--- config.mk ---
export PLATFORM = sky130hd
export DESIGN_NAME = dk_motion_ctrl
export DESIGN_NICKNAME = d
export VERILOG_FILES = /design/src/rtl/dk_ctrl_pkg.sv /design/src/rtl/dk_motion_ctrl_tick_counter.sv /design/src/rtl/dk_motion_ctrl.sv
export SDC_FILE = /design/constraint.sdc
export NUM_CORES = 1
export LEC_CHECK = 0
export CAP_MARGIN = 0
export CORE_ASPECT_RATIO = 1.25
export CORE_UTILIZATION = 30
export DETAILED_ROUTE_END_ITERATION = 7
export GPL_ROUTABILITY_DRIVEN = 0
export MAX_ROUTING_LAYER = met4
export PLACE_DENSITY = 0.49
export REMOVE_ABC_BUFFERS = 1
export SETUP_SLACK_MARGIN = 0.02
export SYNTH_ARGS = -nofsm -noshare
export SYNTH_HDL_FRONTEND = slang
export SYNTH_SLANG_ARGS = --single-unit
--- constraint.sdc ---
create_clock -name clk -period 4.41 [get_ports clk]
set_clock_uncertainty 0.1 [all_clocks]
set_input_delay 0.441 -clock clk [delete_from_list [all_inputs] [get_ports clk]]
set_output_delay 0.441 -clock clk [all_outputs]
set_load 0.02 [all_outputs]
--- src/rtl/dk_ctrl_pkg.sv ---
// Shared types and constants for the Donkey Kong sprite motion sequencer.
package dk_ctrl_pkg;

  typedef enum logic [1:0] {IDLE, WALK_R, WALK_L, THROW} dk_state_t;

  localparam logic [1:0] SPR_STAND = 2'b00;
  localparam logic [1:0] SPR_SIDE  = 2'b01;
  localparam logic [1:0] SPR_BLANK = 2'b10;

  localparam int SPRITE_W = 64;

endpackage

--- src/rtl/dk_motion_ctrl_tick_counter.sv ---
// Modulo-MOD counter with enable and synchronous clear; wrap_o is a
// combinational pulse on the enabled count that rolls back to zero.
module tick_counter #(
  parameter int MOD = 8,
  parameter int W   = (MOD > 1) ? $clog2(MOD) : 1
) (
  input  logic clk,
  input  logic rst,
  input  logic en_i,
  input  logic clr_i,
  output logic wrap_o
);

  logic [W-1:0] cnt_q, cnt_d;

  assign wrap_o = en_i && (cnt_q == W'(MOD - 1));

  always_comb begin
    cnt_d = cnt_q;
    if (clr_i || wrap_o) begin
      cnt_d = '0;
    end else if (en_i) begin
      cnt_d = cnt_q + 1'b1;
    end
  end

  always_ff @(posedge clk or posedge rst) begin
    if (rst) begin
      cnt_q <= '0;
    end else begin
      cnt_q <= cnt_d;
    end
  end

endmodule

--- src/rtl/dk_motion_ctrl.sv ---
// Frame-rate sequencer for the DK sprite: patrols between two bounds, animates
// while walking and pauses to throw a barrel via a req/ack handshake.
module dk_motion_ctrl
  import dk_ctrl_pkg::*;
#(
  parameter logic [9:0] H_MIN        = 10'd160,
  parameter logic [9:0] H_MAX        = 10'd416,
  parameter logic [9:0] V_POS        = 10'd64,
  parameter logic [9:0] STEP         = 10'd2,
  parameter int         WALK_FRAMES  = 8,
  parameter int         THROW_PERIOD = 120,
  parameter int         THROW_HOLD   = 30
) (
  input  logic       clk,
  input  logic       rst,
  input  logic       frame_tick,
  input  logic       enable,
  input  logic       barrel_ack,
  output logic       barrel_req,
  output logic [9:0] curr_h,
  output logic [9:0] curr_v,
  output logic [1:0] sprite_selec,
  output logic       bounds_draw
);

  localparam int HW = $clog2(THROW_HOLD + 1);

  dk_state_t   state_q, state_d;
  logic        dir_q, dir_d;          // 1 = walking left
  logic [9:0]  h_q, h_d;
  logic [1:0]  spr_q, spr_d;
  logic        vis_q, vis_d;
  logic        req_q, req_d;
  logic        acked_q, acked_d;
  logic [HW-1:0] hold_q, hold_d;

  logic        adv, walk_tick, ack_now, acked, hold_done;
  logic        anim_wrap, throw_go, at_right, at_left;
  logic [10:0] h_inc;

  assign adv       = frame_tick && enable;
  assign walk_tick = adv && ((state_q == WALK_R) || (state_q == WALK_L));
  assign ack_now   = req_q && barrel_ack;
  assign acked     = acked_q || ack_now;
  assign hold_done = hold_q >= HW'(THROW_HOLD - 1);

  // 11-bit compares keep the bound checks free of wrap-around
  assign h_inc    = {1'b0, h_q} + {1'b0, STEP};
  assign at_right = h_inc >= {1'b0, H_MAX};
  assign at_left  = {1'b0, h_q} <= ({1'b0, H_MIN} + {1'b0, STEP});

  tick_counter #(.MOD(WALK_FRAMES)) u_anim_cnt (
    .clk    (clk),
    .rst    (rst),
    .en_i   (walk_tick),
    .clr_i  (throw_go),
    .wrap_o (anim_wrap)
  );

  tick_counter #(.MOD(THROW_PERIOD)) u_throw_cnt (
    .clk    (clk),
    .rst    (rst),
    .en_i   (walk_tick),
    .clr_i  (1'b0),
    .wrap_o (throw_go)
  );

  always_ff @(posedge clk or posedge rst) begin
    if (rst) begin
      state_q <= IDLE;
    end else begin
      state_q <= state_d;
    end
  end

  always_comb begin
    state_d = state_q;
    if (adv) begin
      unique case (state_q)
        IDLE:    state_d = WALK_R;
        WALK_R:  state_d = throw_go ? THROW : (at_right ? WALK_L : WALK_R);
        WALK_L:  state_d = throw_go ? THROW : (at_left ? WALK_R : WALK_L);
        THROW:   if (hold_done && acked) state_d = dir_q ? WALK_L : WALK_R;
        default: state_d = IDLE;
      endcase
    end
  end

  always_comb begin
    h_d     = h_q;
    dir_d   = dir_q;
    spr_d   = spr_q;
    vis_d   = vis_q;
    req_d   = req_q;
    acked_d = acked_q;
    hold_d  = hold_q;
    if (ack_now) begin
      req_d   = 1'b0;
      acked_d = 1'b1;
    end
    if (adv) begin
      unique case (state_q)
        IDLE: vis_d = 1'b1;
        WALK_R: begin
          if (at_right) begin
            h_d   = H_MAX;
            dir_d = 1'b1;
          end else begin
            h_d = h_inc[9:0];
          end
        end
        WALK_L: begin
          if (at_left) begin
            h_d   = H_MIN;
            dir_d = 1'b0;
          end else begin
            h_d = h_q - STEP;
          end
        end
        THROW: if (hold_q < HW'(THROW_HOLD)) hold_d = hold_q + 1'b1;
        default: ;
      endcase
    end
    // Throw entry overrides the animation toggle of the same tick
    if (walk_tick) begin
      if (throw_go) begin
        spr_d   = SPR_STAND;
        req_d   = 1'b1;
        acked_d = 1'b0;
        hold_d  = '0;
      end else if (anim_wrap) begin
        spr_d = (spr_q == SPR_STAND) ? SPR_SIDE : SPR_STAND;
      end
    end
  end

  always_ff @(posedge clk or posedge rst) begin
    if (rst) begin
      h_q     <= H_MIN;
      dir_q   <= 1'b0;
      spr_q   <= SPR_STAND;
      vis_q   <= 1'b0;
      req_q   <= 1'b0;
      acked_q <= 1'b0;
      hold_q  <= '0;
    end else begin
      h_q     <= h_d;
      dir_q   <= dir_d;
      spr_q   <= spr_d;
      vis_q   <= vis_d;
      req_q   <= req_d;
      acked_q <= acked_d;
      hold_q  <= hold_d;
    end
  end

  assign barrel_req   = req_q;
  assign curr_h       = h_q;
  assign curr_v       = V_POS;
  assign sprite_selec = spr_q;
  assign bounds_draw  = vis_q;

endmodule

## Word level (Yosys, flattened, before mapping)

Cells that the tools add are included.

- Logic and storage cells: 78
- Output and inout port bits: 24
- Bits of input ports: 5
- Flip-flop bits (word level): 33

- Muxes and demuxes: 31
- $lt $le $gt $ge: 4
- Eq/ne operators: 8
- Add/sub/neg operators: 5
- Reduce and logical (&&, ||, !) cells: 20

Operator list:

| operator | number |
|---|---|
| $mux W5 | 5 |
| $mux W10 | 2 |
| $pmux W10 S2 | 1 |
| $mux W2 | 8 |
| $mux W7 | 2 |
| $add A10 B2 Y11 const B | 1 |
| $ge A11 B9 Y1 const B | 1 |
| $le A10 B8 Y1 const B | 1 |
| $sub A10 B2 Y10 const B | 1 |
| $mux W1 | 9 |
| $pmux W2 S4 | 1 |
| $reduce_and A2 Y1 | 4 |
| $reduce_bool A2 Y1 | 4 |
| $add A7 B1 Y7 const B | 1 |
| $eq A7 B7 Y1 const B | 1 |
| $logic_and A1 B1 Y1 | 6 |
| $mux W3 | 2 |
| $ne A2 B2 Y1 const B | 3 |
| $add A5 B1 Y5 const B | 1 |
| $ge A5 B5 Y1 const B | 1 |
| $lt A5 B5 Y1 const B | 1 |
| $eq A2 B2 Y1 const B | 2 |
| $logic_not A2 Y1 | 2 |
| $reduce_and A4 Y1 | 1 |
| 5 further kinds | 7 |

## Logic depth before layout (Yosys ltp)

Gate-level depths: netlist of the first run.

- Word-level depth: 6
- Depth in mapped cells: 8
- Gate-level depth less buffers: 7

## Hierarchy

From an unflattened synthesis of the first run, not the netlist that was laid out.

- Cells, all modules: 264
- Area, all modules: 2,318.5 sq um

By module, submodules not included:

| module | sequential area each (sq um) | area an instance (sq um) | cells an instance | instances |
|---|---|---|---|---|
| dk_motion_ctrl | 528.0 | 1,767.9 | 208 | 1 |
| tick_counter at u_throw_cnt | 175.2 | 379.1 | 40 | 1 |
| tick_counter at u_anim_cnt | 75.1 | 171.4 | 16 | 1 |

## Least setup slack after synthesis of the first run

Ideal clock, no wire load.

- Path kind: register to register
- Start: register h_q[1], in the netlist curr_h[1]
- End: register h_q[3], in the netlist curr_h[3]
- Stages on the path, launching flop included: 7
- Required time: 4.206 ns
- Buffers on the path: 0
- Path slack: 2.086 ns
- Arrival time: 2.121 ns
- Clock period less this slack: 2.324 ns
- Setup time: 0.104 ns
- Path through: dfrtp_1 -> ha_1 -> nand4_1 -> or4_4 -> a2bb2oi_4 -> nand2_2 -> o311ai_1

- Cells in the longest elaborated chain, start to end: 4
- Elaborated cells between the ends (all ways): 7
- Those cells by class: 2 x add/sub; 2 x order compare; 3 x mux

RTL lines:

| item | RTL line | source |
|---|---|---|
| from (decl) | dk_motion_ctrl.sv:30 | `logic [9:0] h_q, h_d;` |
| from (signal assigned) | dk_motion_ctrl.sv:139 | `h_q <= H_MIN;` |
| from (signal assigned) | dk_motion_ctrl.sv:147 | `h_q <= h_d;` |
| $add A10 B2 Y11 | dk_motion_ctrl.sv:48 | `assign h_inc = {1'b0, h_q} + {1'b0, STEP};` |
| $ge A11 B9 Y1 | dk_motion_ctrl.sv:49 | `assign at_right = h_inc >= {1'b0, H_MAX};` |
| $mux W10 | dk_motion_ctrl.sv:105 | `if (at_right) begin` |
| $pmux W10 S2 * | dk_motion_ctrl.sv:102 | `unique case (state_q)` |

Mark *: on every way between the ends. The rest lies on a longest branch, timed or not.
A chain may end at the register's enable or synchronous reset.

## Worst setup path after layout of the first run

- Start: register h_q[1], in the netlist curr_h[1]
- End: register state_q[0]

- Cells in the longest elaborated chain, start to end: 5
- Elaborated cells between the ends (all ways): 8
- Those cells by class: 1 x add/sub; 2 x order compare; 5 x mux

RTL lines:

| item | RTL line | source |
|---|---|---|
| $add A10 B2 Y11 | dk_motion_ctrl.sv:48 |  |
| $ge A11 B9 Y1 | dk_motion_ctrl.sv:49 |  |
| $mux W2 (2 in a row) | dk_motion_ctrl.sv:81 | `WALK_R: state_d = throw_go ? THROW : (at_right ? WALK_L : WALK_R);` |
| $pmux W2 S4 * | dk_motion_ctrl.sv:79 | `unique case (state_q)` |
| to (signal assigned) | dk_motion_ctrl.sv:72 | `state_q <= state_d;` |
| to (decl) | dk_motion_ctrl.sv:28 | `dk_state_t state_q, state_d;` |

Marked as above.

==> results of run 1 <==
[path summary, 6_finish.rpt]
| kind | start | to | slack, ps | depth (start not counted) |
|---|---|---|---|---|
| worst min register to register | bounds_draw | bounds_draw | 360 | 1 |
| worst max-delay path | curr_h[1] | state_q[0] | 1920 | 6 |
| min in group clk | bounds_draw | bounds_draw | 360 | 1 |
| worst max register to register | curr_h[1] | state_q[0] | 1920 | 6 |
| max in group asynchronous | rst | curr_h[7] | 3210 | 3 |
| worst min-delay path | rst | u_throw_cnt.cnt_q[1] | 310 | 2 |
[routing by layer]
metal,global-route usage (%),share of wire [%],vias up
li1,-,-,985
met1,18.8,45,993
met2,27.2,51,34
met3,2.75,2.8,10
met4,6.73,1.6,0
met5,-,0,-
[state kept, by name, indices dropped and copies added (netlist names)]
register and count:
state_q 2, sprite_selec 1, hold_q 5, bounds_draw 1, u_anim_cnt.cnt_q 3, dir_q 1
acked_q 1, u_throw_cnt.cnt_q 7, barrel_req 1, curr_h 9
[logic make-up (layout without fill, tap and decap cells)]
family,count (synthesis),in the layout,synth area share [%]
AOI/OAI and AO/OA,68,68,22.1
xor gates and xnor gates,7,7,2.68
adders and majority gates,13,13,7.12
buffers and inverters,41,43,8.82
DFF,31,31,34.1
muxes,3,3,1.37
other,2,12,0.329
and+or+nand+nor,105,105,23.5
[worst reg2reg max path, cell delays in order (launching register included)]
cell and delay [ps]:
dfrtp_1 520, ha_1 360, nand4_1 220, nor2_1 240, mux2_2 400, nor4_1 380, o32a_1 220
[per-stage QoR]
| stage | cells | power [mW] | hold slack, ps | instance area (sq um) |
|---|---|---|---|---|
| finish | 374 | 1.51 | 305 | 2590 |
| global placement | 366 | 1.26 | 357 | 2490 |
| floorplan | 254 | 1.02 | 353 | 2180 |
| CTS | 374 | 1.52 | 319 | 2590 |
| global route | 374 | 1.64 | 345 | 2590 |
| detailed placement | 366 | 1.26 | 354 | 2490 |
[layout by cell type, fill, tap and decap left out, types with 4 or more instances in the layout]
cell type	instances
ha_1	13
a31o_2	4
nand3_1	12
o21ai_0	10
clkdlybuf4s50_1	16
o21a_1	4
nor4_1	4
inv_1	15
conb_1	12
clkbuf_8	7
nor2_1	17
dfrtp_1	29
a21oi_1	9
buf_4	4
o211ai_1	7
nand2_1	25
nor3_1	9
and3_1	9
xor2_1	4
nand4_1	13
[power by group through the flow]
stage,sequential [mW],combinational [mW],clock [mW]
final,0.562,0.690,0.255
after global routing,0.591,0.774,0.276
after CTS,0.562,0.697,0.263
after detailed placement,0.566,0.693,0
after global placement,0.566,0.693,0
after floorplan,0.562,0.457,0
[final cells by class]
type	count	area, sq um	share of cell area (%)
Clock buffer	7	96.3	3.72
Timing Repair Buffer	20	190	7.34
Inverter	15	56.3	2.17
Sequential cell	31	778	30.0
Multi-Input combinational cell	208	1350	52.0
Tap cell	92	115	4.44
Clock inverter	1	7.51	0.290
==> tab_implementation.tex, run 1 <==
\begin{tabular}{lr}
\hline
Metric & Value \\
\hline
\multicolumn{2}{l}{\textbf{Run status}} \\
Outcome & completed \\
\multicolumn{2}{l}{\textbf{CTS}} \\
Post-CTS resize count & 0 \\
Source-to-sink clock delay at the later pin of the worst-skew pair & 290 ps \\
Root Buffer Master & clkbuf\_8 \\
Total clock buffers created by CTS & 5 \\
Number of clock sinks & 31 \\
Clock tree from TritonCTS & built \\
Largest buffer count on any clock path & 2 \\
H-tree depth reported by CTS & 2 \\
Number of buffers added to fix hold violations after cts & 0 \\
CTS clk-pin slew, worst paths & 70 ps \\
Number of buffers inserted to repair setup after CTS & 0 \\
\multicolumn{2}{l}{\textbf{Flow run}} \\
Max\_cap viols & 0 \\
\multicolumn{2}{l}{\textbf{Worst setup path}} \\
Maximum fanout count along the critical path & 10 \\
Buffer and inverter count on the worst path & 0 \\
Required time of the critical path & 4540 ps \\
Crit. End Element & register \\
Series of cell instances along the critical path & ha\_1 > nand4\_1 > nor2\_1 > mux2\_2 > nor4\_1 > o32a\_1 \\
Slowest cell on the critical path & dfrtp\_1 \\
Maximum single-stage delay on the critical path & 520 ps \\
Arrival time at the worst endpoint & 2620 ps \\
Critical Path Start Type & register \\
Top Family by Delay on Critical Path & simple AND/OR/NAND/NOR gates \\
Category of the critical setup timing path & reg2reg \\
\multicolumn{2}{l}{\textbf{Timing}} \\
Max-Slew Margin vs Limit & 31.8\% \\
Final Worst Setup Slack & 1920 ps \\
Number of pins with negative max-slew slack in the final report & 0 \\
Least-Margin Pin Slew & 1010 ps \\
Final number of hold-violating endpoints & 0 \\
Finish-stage setup viols & 0 \\
Maximum operating frequency & 401 MHz \\
Period minus WS final & 2490 ps \\
RSZ-0062 raised after global routing & no \\
Crit share post-route & 56.5\% \\
Post-Route Setup TNS & 0 ps \\
\multicolumn{2}{l}{\textbf{Logic synthesis}} \\
Post-Synthesis Cell Area & 2280 sq um \\
Post-synth cell types & 54 \\
Async set-or-reset flop fraction in the synthesized netlist & 100\% \\
Count of flip-flops with a built-in enable after synthesis & 0 \\
Yosys reg bits & 31 \\
Mapped Cells & 270 \\
Share of synthesized area occupied by flip-flops and latches & 34.1\% \\
Biggest area consumer among synthesized cells & dfrtp\_1 \\
Number of warnings printed during yosys synthesis & 0 \\
Flip-flop cell with the highest count after synthesis & dfrtp\_1 \\
Area share of the largest cell type after synthesis & 31.8\% \\
Top area cells in the synthesized netlist & dfrtp\_1, ha\_1, nand2\_1 \\
Per-instance average area after synthesis & 8.46 sq um \\
Most frequently used cell type in the post-synthesis netlist & dfrtp\_1 \\
Ranking of synthesized cells by instance count & dfrtp\_1, nand2\_1, nor2\_1, inv\_1 \\
\multicolumn{2}{l}{\textbf{Cells and area}} \\
NumNets Final & 299 \\
Fillcell total & 781 \\
Antenna diode count & 0 \\
Final design utilization & 35.2\% \\
Fraction of final layout cells sized beyond drive strength 1 & 8.87\% \\
Area grow syn2layout & 13.5\% \\
\multicolumn{2}{l}{\textbf{Floorplanning}} \\
I/O pin count & 29 \\
Vertical die dimension & 99.5 um \\
Initial core utilization & 31.0\% \\
Die Area & 7970 sq um \\
Area of the core & 7360 sq um \\
Site Rows & 35 \\
Die outline width & 80.0 um \\
\multicolumn{2}{l}{\textbf{Drt}} \\
Total number of vias & 2022 \\
Final routed wire length divided by cell count & 15.2 um \\
First-iteration detailed-routing DRC count & 98 \\
Via density per instance & 5.41 \\
Iteration count of the initial detailed-routing pass & 4 \\
Detail Route Antenna Nets & 0 \\
Detailed-route DRC error count & 0 \\
Final Routed Wirelength & 5.68 mm \\
\multicolumn{2}{l}{\textbf{Power}} \\
Net switching power & 0.669 mW \\
Worst supply voltage drop on vdd & 0.219 mV \\
Power share of the combinational group & 45.8\% \\
PD cells & 582 nW/um\^{}2 \\
Clock power frac & 16.9\% \\
Sequential Power Share & 37.3\% \\
Static leakage power & 1.10 nW \\
Internal power of the cells & 0.838 mW \\
Switching share of power & 44.4\% \\
\multicolumn{2}{l}{\textbf{Global routing}} \\
Pin count of the biggest net entering global routing & 25 \\
Number of global-route vias before repair & 2023 \\
Number of antenna violations at the first check in global routing & 0 \\
Total global routing overflow & 0 \\
First-pass GRT wire length & 9.77 mm \\
GRT Overall Usage & 16.1\% \\
\multicolumn{2}{l}{\textbf{Placement}} \\
DP Wirelength & 4.02 mm \\
Post-Place Worst Slack & 1940 ps \\
Number of buffer cells added on primary ports & 16 \\
\multicolumn{2}{l}{\textbf{Min path}} \\
Worst hold path class & in2async \\
\hline
\end{tabular}
No activity file was read; power rests on OpenSTA's default activity.
==> inputs of run 2 (changes only) <==
PLACE_DENSITY = 0.51   (was 0.49)
clock period = 2.1 ns   (was 4.41 ns; I/O delays follow)
==> tab_implementation.tex, run 2 (synthesized netlist as in run 1, its figures left out) <==
\begin{tabular}{lr}
\hline
Metric & Value \\
\hline
\multicolumn{2}{l}{\textbf{Worst setup path}} \\
Category of the critical setup timing path & reg2reg \\
Maximum single-stage delay on the critical path & 550 ps \\
Crit. End Element & register \\
Required time of the critical path & 2190 ps \\
Beginning of the worst register-to-register path & state\_q[1] \\
Maximum fanout count along the critical path & 7 \\
Worst setup path startpoint & state\_q[1] \\
Worst Setup EP & curr\_h[3] \\
Series of cell instances along the critical path & ha\_4 > nand2b\_4 > or4\_4 > a2bb2oi\_4 > nand2\_2 > o311ai\_1 \\
Reg2Reg Capture Point & curr\_h[3] \\
Setup slack of the most critical reg-to-reg path & 20 ps \\
Slowest cell on the critical path & or4\_4 \\
Worst r2r path cells & 6 \\
Critical Path Start Type & register \\
Arrival time at the worst endpoint & 2160 ps \\
\multicolumn{2}{l}{\textbf{Placement}} \\
DP Wirelength & 4.70 mm \\
Number of buffer cells added on primary ports & 16 \\
Cell count after placement & 403 \\
Post-Place Worst Slack & -29.8 ps \\
\multicolumn{2}{l}{\textbf{CTS}} \\
CTS clk-pin slew, worst paths & 80 ps \\
Clock tree from TritonCTS & built \\
Number of buffers added to fix hold violations after cts & 0 \\
H-tree depth reported by CTS & 2 \\
Root Buffer Master & clkbuf\_8 \\
Source-to-sink clock delay at the later pin of the worst-skew pair & 290 ps \\
Largest buffer count on any clock path & 2 \\
Number of clock sinks & 31 \\
Total clock buffers created by CTS & 5 \\
\multicolumn{2}{l}{\textbf{Global routing}} \\
Number of antenna violations at the first check in global routing & 0 \\
GRT Overall Usage & 17.6\% \\
Total global routing overflow & 0 \\
First-pass GRT wire length & 10.7 mm \\
Pin count of the biggest net entering global routing & 32 \\
Number of global-route vias before repair & 2239 \\
\multicolumn{2}{l}{\textbf{Floorplanning}} \\
Site Rows & 35 \\
I/O pin count & 29 \\
Area of the core & 7360 sq um \\
Vertical die dimension & 99.5 um \\
Die Area & 7970 sq um \\
Initial core utilization & 31.0\% \\
Die outline width & 80.0 um \\
\multicolumn{2}{l}{\textbf{Power}} \\
Overall Power & 3.66 mW \\
Net switching power & 1.59 mW \\
Worst supply voltage drop on vdd & 0.631 mV \\
Sequential Power Share & 27.8\% \\
PD cells & 1220 nW/um\^{}2 \\
Clock power frac & 12.7\% \\
Switching share of power & 43.5\% \\
Static leakage power & 1.32 nW \\
Internal power of the cells & 2.07 mW \\
Power share of the combinational group & 59.5\% \\
\multicolumn{2}{l}{\textbf{Cells and area}} \\
Commonest cells after routing, fill and taps aside & buf\_4, dfrtp\_1, nand2\_1 \\
Area taken by multi-input logic gates & 1470 sq um \\
Fraction of final layout cells sized beyond drive strength 1 & 26.0\% \\
Final standard cell count with taps included and fillers excluded & 415 \\
Antenna diode count & 0 \\
Area grow syn2layout & 31.8\% \\
Most common library cell in the layout ignoring fill and taps & buf\_4 \\
Sequential cell area & 778 sq um \\
Fillcell total & 754 \\
NumNets Final & 340 \\
Largest register FFs & 9 \\
\multicolumn{2}{l}{\textbf{Drt}} \\
First-iteration detailed-routing DRC count & 73 \\
Final Routed Wirelength & 6.41 mm \\
Detail Route Antenna Nets & 0 \\
Iteration count of the initial detailed-routing pass & 4 \\
Final routed wire length divided by cell count & 15.5 um \\
Detailed-route DRC error count & 0 \\
Total number of vias & 2242 \\
Via density per instance & 5.40 \\
\multicolumn{2}{l}{\textbf{Flow run}} \\
Max\_cap viols & 0 \\
\multicolumn{2}{l}{\textbf{Timing}} \\
Maximum operating frequency & 481 MHz \\
RSZ-0062 raised after global routing & yes \\
Period minus WS final & 2080 ps \\
Crit share post-route & 99.0\% \\
Number of pins with negative max-slew slack in the final report & 0 \\
Final Worst Setup Slack & 21.8 ps \\
Least-Margin Pin Slew & 484 ps \\
Max-Slew Margin vs Limit & 67.2\% \\
Finish-stage setup viols & 0 \\
Final number of hold-violating endpoints & 0 \\
\multicolumn{2}{l}{\textbf{Min path}} \\
Worst hold path class & in2async \\
\multicolumn{2}{l}{\textbf{Run status}} \\
Outcome & completed \\
\hline
\end{tabular}
==> run 2: cell count changes in the layout (fill, tap and decap cells not counted), moves of 2 or more <==
cell      before  now
o41ai_2        0    2
nand3_1       12   10
clkbuf_8       7    5
clkbuf_1       0    3
and3_1         9    7
nor2_1        17   15
ha_1          13   11
o21ai_0       10    8
o41ai_1        3    1
buf_4          4   44
==> run 2: routing by layer <==
| metal | wire length [um] | up-vias | track usage [%] |
|---|---|---|---|
| li1 | - | 1075 | - |
| met1 | 2820 | 1084 | 20.4 |
| met2 | 3140 | 65 | 30.2 |
| met3 | 231 | 18 | 2.84 |
| met4 | 223 | 0 | 6.73 |
| met5 | 0 | - | - |
==> run 2: metrics by stage <==
| stage | hold slack (ps) | setup TNS (ps) | cell area [sq um] | utilization (%) |
|---|---|---|---|---|
| after global placement | 351 | -29.5 | 2780 | 37.8 |
| after floorplan | 212 | -10330 | 2180 | - |
| final | 227 | 0 | 3010 | 40.9 |
| after detailed placement | 359 | -53.7 | 2780 | 37.8 |
| after global routing | 280 | -75.1 | 3010 | 40.9 |
| after CTS | 250 | 0 | 2870 | 39.0 |
==> run 2: final cells by class <==
| type | count | share of cell area, % |
|---|---|---|
| clock buffers | 8 | 2.66 |
| inverters | 15 | 1.87 |
| multi-input cells | 208 | 48.8 |
| flip-flops and latches | 31 | 25.9 |
| well taps | 92 | 3.82 |
| repair buffers | 61 | 17.0 |
==> run 2: worst min-delay path by stage <==
stage,start,to,slack (ps),cells past startpoint
after floorplan,rst,acked_q,210,1
after global placement,bounds_draw,bounds_draw,350,1
after detailed placement,bounds_draw,bounds_draw,360,1
after CTS,rst,curr_h[4],250,3
after global routing,rst,curr_h[4],280,3
final,rst,curr_h[9],230,3
==> run 2: critical path, delay by kind of cell, from the launching register on <==
| kind | cells | cell delay, ps |
|---|---|---|
| flip-flops | 1 | 430 |
| AO/OA/AOI/OAI | 2 | 490 |
| AND/OR/NAND/NOR | 3 | 760 |
| adder cells (fa/ha/maj) | 1 | 180 |
==> run 2: power groups by stage <==
stage,logic (mW),clock network [mW],registers (mW)
finish,2.18,0.464,1.02
global route,2.38,0.507,1.04
CTS,2.06,0.479,1.00
detailed placement,2.04,0,1.01
global placement,2.04,0,1.01
floorplan,0.959,0,1.18
==> run 2: repair_timing <==
item | in CTS | in global routing
setup buffers | 0 | 4
endpoints found under the setup margin | 3 | 12
pin swaps | 1 | 9
gates cloned | 0 | 0
resized for setup | 5 | 25
==> inputs of run 3 (changes only) <==
REMOVE_ABC_BUFFERS = not set   (was 1)
==> tab_implementation.tex, run 3 (synthesized netlist as in run 1, its figures left out) <==
\begin{tabular}{lr}
\hline
Metric & Value \\
\hline
\multicolumn{2}{l}{\textbf{Cells and area}} \\
NumNets Final & 341 \\
Final design utilization & 41.5\% \\
Fillcell total & 767 \\
Commonest cells after routing, fill and taps aside & buf\_4, dfrtp\_1, nand2\_1 \\
Largest register FFs & 9 \\
Fraction of final layout cells sized beyond drive strength 1 & 25.3\% \\
Layout Cell Area excl Fill & 3050 sq um \\
Area grow syn2layout & 33.7\% \\
Most common library cell in the layout ignoring fill and taps & buf\_4 \\
Antenna diode count & 0 \\
\multicolumn{2}{l}{\textbf{Drt}} \\
Final routed wire length divided by cell count & 14.9 um \\
First-iteration detailed-routing DRC count & 86 \\
Final Routed Wirelength & 6.19 mm \\
Iteration count of the initial detailed-routing pass & 5 \\
Via density per instance & 5.26 \\
Detail Route Antenna Nets & 0 \\
Detailed-route DRC error count & 0 \\
Total number of vias & 2187 \\
\multicolumn{2}{l}{\textbf{Worst setup path}} \\
Setup slack of the most critical reg-to-reg path & -80 ps \\
Critical Path Start Type & register \\
Beginning of the worst register-to-register path & curr\_h[2] \\
Required time of the critical path & 2220 ps \\
Maximum fanout count along the critical path & 7 \\
Reg2Reg Capture Point & curr\_h[5] \\
Category of the critical setup timing path & reg2reg \\
Arrival time at the worst endpoint & 2300 ps \\
Worst r2r path cells & 8 \\
Crit. End Element & register \\
\multicolumn{2}{l}{\textbf{Timing}} \\
Crit share post-route & 104\% \\
Final Worst Setup Slack & -78.7 ps \\
Max-Slew Margin vs Limit & 62.4\% \\
Finish-stage setup viols & 3 \\
Maximum operating frequency & 459 MHz \\
Post-Route Setup TNS & -174 ps \\
Least-Margin Pin Slew & 557 ps \\
Final number of hold-violating endpoints & 0 \\
RSZ-0062 raised after global routing & yes \\
Period minus WS final & 2180 ps \\
Number of pins with negative max-slew slack in the final report & 0 \\
\multicolumn{2}{l}{\textbf{Min path}} \\
Worst hold path class & in2async \\
\multicolumn{2}{l}{\textbf{CTS}} \\
Number of buffers added to fix hold violations after cts & 0 \\
Largest buffer count on any clock path & 2 \\
Source-to-sink clock delay at the later pin of the worst-skew pair & 280 ps \\
Number of clock sinks & 31 \\
Total clock buffers created by CTS & 5 \\
Root Buffer Master & clkbuf\_8 \\
H-tree depth reported by CTS & 2 \\
Clock tree from TritonCTS & built \\
CTS clk-pin slew, worst paths & 80 ps \\
\multicolumn{2}{l}{\textbf{Placement}} \\
Cell Area, Placed & 2830 sq um \\
Post-Place Worst Slack & -38.2 ps \\
DP Wirelength & 4.52 mm \\
Number of buffer cells added on primary ports & 16 \\
\multicolumn{2}{l}{\textbf{Run status}} \\
Outcome & complete, but fails checks \\
Failing checks & setup timing \\
\multicolumn{2}{l}{\textbf{Global routing}} \\
Pin count of the biggest net entering global routing & 32 \\
Total global routing overflow & 0 \\
Number of antenna violations at the first check in global routing & 0 \\
Number of global-route vias before repair & 2122 \\
GRT Overall Usage & 16.9\% \\
First-pass GRT wire length & 10.2 mm \\
\multicolumn{2}{l}{\textbf{Power}} \\
Static leakage power & 1.34 nW \\
Overall Power & 3.90 mW \\
PD cells & 1280 nW/um\^{}2 \\
Worst supply voltage drop on vdd & 0.575 mV \\
\multicolumn{2}{l}{\textbf{Floorplanning}} \\
Initial core utilization & 31.0\% \\
Die outline width & 80.0 um \\
Area of the core & 7360 sq um \\
Die Area & 7970 sq um \\
Site Rows & 35 \\
Vertical die dimension & 99.5 um \\
I/O pin count & 29 \\
\multicolumn{2}{l}{\textbf{Flow run}} \\
Max\_cap viols & 0 \\
\hline
\end{tabular}
-- run 3: critical path, stage by stage (launching register included) --
cell and delay, ps:
dfrtp_2 400, ha_4 140, nand4_1 180, buf_4 200, or4_4 440, a2bb2oi_4 270, buf_4 160, nand4_1 80
and3_1 150
-- run 3: layout make-up --
type                       count  area [sq um]  share of cell area (%)
clock inverter                 3          67.6                    2.21
sequential                    31           781                    25.6
timing repair buffer          62           531                    17.4
tap                           92           115                    3.77
inverter                      15          56.3                    1.84
multi-input combinational    208          1430                    47.0
clock buffer                   5          68.8                    2.25
-- run 3: repair_timing --
action,4_1_cts,5_1_grt
setup buffers,0,2
endpoints found under the hold margin,0,0
gates resized for setup,4,10
gates cloned,0,0
pin swaps,2,3
setup endpoints to repair,6,13
-- run 3: report_power, final --
part / switching, mW / internal, mW
clock network: 0.245 / 0.473
logic: 1.14 / 1.03
registers: 0.198 / 0.815
total: 1.58 / 2.31
-- run 3: layer usage --
metal	global-route usage, %	vias up	share of wire, %
li1	-	1071	-
met1	20.6	1056	44
met2	27.7	48	51
met3	2.39	12	3.0
met4	6.87	0	2.0
met5	-	-	0
-- run 3: through the flow --
stage          std cells  hold slack (ps)
5_1_grt              416              260
6_report             416              218
4_1_cts              414              242
3_5_place_dp         406              366
3_3_place_gp         406              364
2_1_floorplan        280              212
-- run 3: how the worst max path moves through the flow --
| stage | from | cells past startpoint | end |
|---|---|---|---|
| 6_report | curr_h[2] | 8 | curr_h[5] |
| 5_1_grt | curr_h[2] | 8 | curr_h[5] |
| 2_1_floorplan | curr_h[1] | 6 | state_q[0] |
| 3_3_place_gp | curr_h[6] | 5 | state_q[1] |
| 3_5_place_dp | state_q[0] | 7 | curr_h[3] |
| 4_1_cts | curr_h[7] | 5 | curr_h[3] |
